$ cat config.mk
export PLATFORM = sky130hd
export DESIGN_NAME = mod_up_dn_cntr
export DESIGN_NICKNAME = d
export VERILOG_FILES = /design/src/rtl/up_dn_cntr_pkg.sv /design/src/rtl/mod_up_dn_cntr_cntr_next.sv /design/src/rtl/mod_up_dn_cntr.sv
export SDC_FILE = /design/constraint.sdc
export NUM_CORES = 1
export LEC_CHECK = 0
export ABC_AREA = 1
export CAP_MARGIN = 20
export CORE_UTILIZATION = 42
export CTS_CLUSTER_SIZE = 16
export DETAILED_ROUTE_END_ITERATION = 16
export SLEW_MARGIN = 10
export SYNTH_ARGS = -nofsm -noshare
export SYNTH_HDL_FRONTEND = slang
export SYNTH_SLANG_ARGS = --single-unit
$ cat constraint.sdc
create_clock -name clk -period 4.1 [get_ports clk]
set_clock_uncertainty 0.1 [all_clocks]
set_input_delay 0.41 -clock clk [delete_from_list [all_inputs] [get_ports clk]]
set_output_delay 0.41 -clock clk [all_outputs]
set_load 0.05 [all_outputs]
$ cat src/rtl/up_dn_cntr_pkg.sv
// up_dn_cntr_pkg: shared constants and helpers for the modulo up/down counter.
//   DIR_UP / DIR_DN   : encodings of the dir input
//   N_DEF / STEP_W_DEF: default counter and step widths
//   clamp_step()      : min(step, max_val+1), returned one bit wider than the
//                       operands so max_val+1 never overflows
// clamp_step works on CLAMP_W-bit operands; callers zero-extend in and
// truncate out, so any counter width up to CLAMP_W is supported.
package up_dn_cntr_pkg;
  localparam logic DIR_UP     = 1'b1;
  localparam logic DIR_DN     = 1'b0;
  localparam int   N_DEF      = 8;
  localparam int   STEP_W_DEF = 4;
  localparam int   CLAMP_W    = 32;

  function automatic logic [CLAMP_W:0] clamp_step(input logic [CLAMP_W-1:0] step,
                                                  input logic [CLAMP_W-1:0] max_val);
    logic [CLAMP_W:0] mp1;
    logic [CLAMP_W:0] stp;
    mp1 = {1'b0, max_val} + (CLAMP_W+1)'(1);
    stp = {1'b0, step};
    return (stp > mp1) ? mp1 : stp;
  endfunction
endpackage

$ cat src/rtl/mod_up_dn_cntr_cntr_next.sv
// cntr_next: combinational next-state for the modulo up/down counter.
//   i_out       : current count
//   i_dir       : DIR_UP / DIR_DN
//   i_step      : raw step (clamped to max_val+1 here)
//   i_max_val   : terminal value, range is [0, i_max_val]
//   i_sat       : 1 = saturate at the ends instead of wrapping
//   o_next_out  : count after one enabled edge
//   o_next_wrap : 1 when that edge wraps (or recovers from out > max_val)
module cntr_next
  import up_dn_cntr_pkg::*;
#(
  parameter int N      = N_DEF,
  parameter int STEP_W = STEP_W_DEF
) (
  input  logic [N-1:0]      i_out,
  input  logic              i_dir,
  input  logic [STEP_W-1:0] i_step,
  input  logic [N-1:0]      i_max_val,
  input  logic              i_sat,
  output logic [N-1:0]      o_next_out,
  output logic              o_next_wrap
);
  // All arithmetic in N+1 bits: out + step and out + max_val + 1 both fit.
  logic [N:0]   w_cur, w_max, w_mp1, w_stp, w_sum;
  logic [N-1:0] w_up_wr, w_dn_sub, w_dn_wr;
  logic         w_oor;

  assign w_cur    = {1'b0, i_out};
  assign w_max    = {1'b0, i_max_val};
  assign w_mp1    = w_max + (N+1)'(1);
  assign w_stp    = (N+1)'(clamp_step(CLAMP_W'(i_step), CLAMP_W'(i_max_val)));
  assign w_sum    = w_cur + w_stp;
  assign w_up_wr  = N'(w_sum - w_mp1);
  assign w_dn_sub = N'(w_cur - w_stp);
  assign w_dn_wr  = N'(w_cur + w_mp1 - w_stp);
  // max_val may drop below the current count at runtime.
  assign w_oor    = i_out > i_max_val;

  always_comb begin
    o_next_out  = i_out;
    o_next_wrap = 1'b0;
    if (w_oor) begin
      // Snap back into range from the side we are heading towards.
      o_next_out  = (i_dir == DIR_UP) ? '0 : i_max_val;
      o_next_wrap = 1'b1;
    end else if (i_dir == DIR_UP) begin
      if (w_sum <= w_max) begin
        o_next_out = N'(w_sum);
      end else if (i_sat) begin
        o_next_out = i_max_val;
      end else begin
        o_next_out  = w_up_wr;
        o_next_wrap = 1'b1;
      end
    end else begin
      if (w_cur >= w_stp) begin
        o_next_out = w_dn_sub;
      end else if (i_sat) begin
        o_next_out = '0;
      end else begin
        o_next_out  = w_dn_wr;
        o_next_wrap = 1'b1;
      end
    end
  end
endmodule

$ cat src/rtl/mod_up_dn_cntr.sv
// mod_up_dn_cntr: modulo up/down counter over [0, max_val] with enable,
// synchronous load (clipped to max_val), programmable step and a one-cycle
// wrap pulse.
//   clk, rst_n : clock, async active-low reset
//   en, dir    : count enable, direction (1 = up)
//   load       : synchronous load of min(load_val, max_val), beats en
//   max_val    : terminal value
//   step       : count amount, 0 = hold
//   sat        : saturate instead of wrap (only with UP_DN_CNTR_SAT_EN)
//   out, wrap  : registered count and wrap pulse
//   at_max     : combinational out == max_val
//   at_min     : combinational out == 0
// Build option: define UP_DN_CNTR_SAT_EN to add the sat port.
module mod_up_dn_cntr
  import up_dn_cntr_pkg::*;
#(
  parameter int N      = N_DEF,
  parameter int STEP_W = STEP_W_DEF
) (
  input  logic              clk,
  input  logic              rst_n,
  input  logic              en,
  input  logic              dir,
  input  logic              load,
  input  logic [N-1:0]      load_val,
  input  logic [N-1:0]      max_val,
  input  logic [STEP_W-1:0] step,
`ifdef UP_DN_CNTR_SAT_EN
  input  logic              sat,
`endif
  output logic [N-1:0]      out,
  output logic              wrap,
  output logic              at_max,
  output logic              at_min
);
  logic [N-1:0] r_out;
  logic         r_wrap;
  logic [N-1:0] w_next_out, w_load_clip;
  logic         w_next_wrap, w_sat;

`ifdef UP_DN_CNTR_SAT_EN
  assign w_sat = sat;
`else
  assign w_sat = 1'b0;
`endif

  assign w_load_clip = (load_val > max_val) ? max_val : load_val;

  cntr_next #(.N(N), .STEP_W(STEP_W)) u_next (
    .i_out      (r_out),
    .i_dir      (dir),
    .i_step     (step),
    .i_max_val  (max_val),
    .i_sat      (w_sat),
    .o_next_out (w_next_out),
    .o_next_wrap(w_next_wrap)
  );

  always_ff @(posedge clk or negedge rst_n) begin
    if (!rst_n) begin
      r_out  <= '0;
      r_wrap <= 1'b0;
    end else if (load) begin
      r_out  <= w_load_clip;
      r_wrap <= 1'b0;
    end else if (en) begin
      r_out  <= w_next_out;
      r_wrap <= w_next_wrap;
    end else begin
      r_wrap <= 1'b0;
    end
  end

  assign out    = r_out;
  assign wrap   = r_wrap;
  assign at_max = (r_out == max_val);
  assign at_min = (r_out == '0);
endmodule
==> results of run 1 <==
## cell usage in the layout, fill, tap and decap left out, types with 13 or more instances in the layout
cell type        netlist  layout
nand4_1               13      13
nand2_2               14      18
nand2_1              111     105
o21ai_1                5      16
nand3_1               32      27
inv_1                 77      71
a21oi_1               34      27
buf_4                  4     102
clkdlybuf4s50_1        0      30
inv_2                 12      17
nor2_1                29      29
ha_1                  54      48
o21ai_0               31      17
## worst register-to-register path: stages (launching register included)
cell and delay, ps:
dfrtp_1 580, inv_1 180, fa_2 430, inv_2 100
a21oi_2 60, xor2_1 170, ha_1 370, a21oi_2 160
o21ai_1 90, o211ai_1 170, nand2_1 70, nand2_1 90
nand2_2 90, a21boi_4 230, buf_6 140, o21ai_4 60
o21ai_1 160, inv_1 50
## state kept, by name (all words and copies together), names as in the netlist
name and cells:
wrap 1, out 8
## layout make-up
type	instances	share of cell area, %
clock buffers	4	0.937
multi-input cells	412	60.4
well taps	99	2.58
flip-flops and latches	9	4.68
inverters	90	7.08
repair buffers	141	24.4
## metal layers
layer  vias to the layer above  GRT usage (%)  part of all wire [%]
li1                       1967              -                     -
met1                      1771           38.0                    48
met2                       106           46.6                    46
met3                        19           2.69                   4.5
met4                         0           5.78                   1.9
met5                         -              0                     0
## logic make-up after synthesis
kind of cell	share of synthesized area, %
buf+inv	11.7
compound gates	18.5
simple gates	32.4
flops	6.88
other cells	0.229
xor+xnor	3.48
fa+ha+maj	26.7
## through the flow
| stage | utilization (%) | instance area, um2 | setup WS (ps) | std cells |
|---|---|---|---|---|
| after floorplan | - | 3350 | -239 | 518 |
| after global placement | 61.2 | 4540 | -899 | 743 |
| after detailed placement | 61.2 | 4540 | -1030 | 743 |
| after CTS | 63.3 | 4690 | -289 | 751 |
| after global routing | 64.9 | 4810 | -645 | 755 |
| final | 64.9 | 4810 | -403 | 755 |
## report_power, final
group | internal [mW] | switching, mW | leakage (nW)
Sequential | 0.111 | 0.0489 | 0.105
Clock | 0.0684 | 0.0415 | 0.0228
Combinational | 0.953 | 1.19 | 2.41
Total | 1.13 | 1.28 | 2.54
## timing repair
item,CTS,global route
endpoints found under the setup margin,9,9
hold endpoints to repair,0,0
resized for setup,31,20
setup buffers,4,3
pin swaps,21,18
gates cloned,0,1
## final timing paths
check,slack [ps],cells after the start,start,endpoint
setup reg to reg,700,17,out[1],wrap
hold reg to reg,660,2,out[7],out[7]
min in group clk,650,6,max_val[1],out[1]
setup / recovery,-400,31,max_val[1],wrap
max in group asynchronous,3160,1,rst_n,out[0]
hold / removal,400,1,rst_n,out[7]
==> flow_summary.json, run 1 <==
{
  "synth_seq_cells": 9,
  "dp_hpwl_um": 9040,
  "crit_family": "compound AO/OA/AOI/OAI gates",
  "layout_setup_ws_ps": -403,
  "max_freq_ghz": 0.222,
  "yosys_warnings": 0,
  "tns_ps": -3390,
  "finalSetupViolations": 9,
  "regArea_um2": 225,
  "start_kind": "primary input",
  "multi_input_area_um2": 2900,
  "port_buffers": 35,
  "hold_buffers": 0,
  "cts_made_buffers": 3,
  "die_h_um": 90.3,
  "drt_iter0_drc": 179,
  "num_rows": 31,
  "finalWeightedCongestion": 0.916,
  "drc": 0,
  "power.total_mw": 2.41,
  "arrival_ps": 4540,
  "slowest_stage": "ha_1",
  "cts_tree": "yes",
  "synth.distinct_cells": 41,
  "cp.required_ps": 4130,
  "syn_area_per_cell_um2": 6.43,
  "synth_cells": 509,
  "drv_slew": 0,
  "synth_largest_area_cell": "ha_1",
  "syn-cell-area_um2": 3270,
  "clk_pin_slew_ps": 50,
  "min_period_ps": 4500,
  "grt_max_degree": 15,
  "hold_viol_final": 0,
  "slew_headroom_pct": 53.0,
  "grt_pass1_vias": 3761,
  "synth_edf_count": 0,
  "worstSkewPairLatency_ps": 240,
  "initial_core_util_pct": 44.2,
  "outcome": "finished with violations",
  "grt.total_usage_pct": 27.6,
  "wl_um": 11100,
  "antenna_cells": 0,
  "die_area_um2": 8150,
  "crit_fanout": 8,
  "core-area_um2": 7410,
  "nNetsFinal": 746,
  "synthArstFlopShare_pct": 100,
  "yosysMostFrequentCell": "nand2_1",
  "antenna_found_initial": 0,
  "maxCapViolations": 0,
  "cp-end-kind": "register",
  "final_antenna_net_count": 0,
  "drive_gt1_share_pct": 30.2,
  "rsz0062_at_grt": "yes",
  "syn_to_final_growth_pct": 46.9,
  "grt_overflow_total": 0,
  "crit_top_cell": "o21ai_1",
  "tightest_slew_ps": 703,
  "routedWlPerCell_um": 14.7,
  "path_buf_inv": 8,
  "die_w_um": 90.3,
  "dr.pass1.iters": 5,
  "crit_path_max_incr_delay_ps": 370,
  "powerDensity_nw_per_um2": 501,
  "cts_sinks": 9,
  "synth_ff_type": "dfrtp_1",
  "cts_buffer_depth": 2,
  "timing.final.crit_share_pct": 110,
  "grt_pass1_wl_um": 18100,
  "synth_area_leaders": "ha_1 (21%), nand2_1 (13%), inv_1 (8.8%)",
  "pin_count": 36,
  "vias_per_cell": 5.12,
  "yosysSeqAreaShare_pct": 6.88,
  "violations": "negative setup slack",
  "htreeDepth": 1,
  "holdWs_ps": 398,
  "vias": 3863,
  "yosysTopAreaCellShare_pct": 20.6,
  "irDropWorstVdd_mv": 0.313,
  "critical_path_class": "in -> reg",
  "root_buffer": "clkbuf_8",
  "synth_common_cells": "nand2_1 (111), inv_1 (77), ha_1 (54)",
  "leakage_nw": 2.54,
  "hp-class": "in -> async",
  "num-fill-cells": 700
}
Power figures use the tool's default switching activity.
==> run 2, diff against run 1 <==
--- a/config.mk
+++ b/config.mk
@@ -6,11 +6,10 @@
 export NUM_CORES = 1
 export LEC_CHECK = 0
 export ABC_AREA = 1
-export CAP_MARGIN = 20
+export CAP_MARGIN = 10
 export CORE_UTILIZATION = 42
 export CTS_CLUSTER_SIZE = 16
 export DETAILED_ROUTE_END_ITERATION = 16
-export SLEW_MARGIN = 10
 export SYNTH_ARGS = -nofsm -noshare
 export SYNTH_HDL_FRONTEND = slang
 export SYNTH_SLANG_ARGS = --single-unit
==> results of run 2 <==
The final DEF is identical to that of run 1; final timing and power are the same.
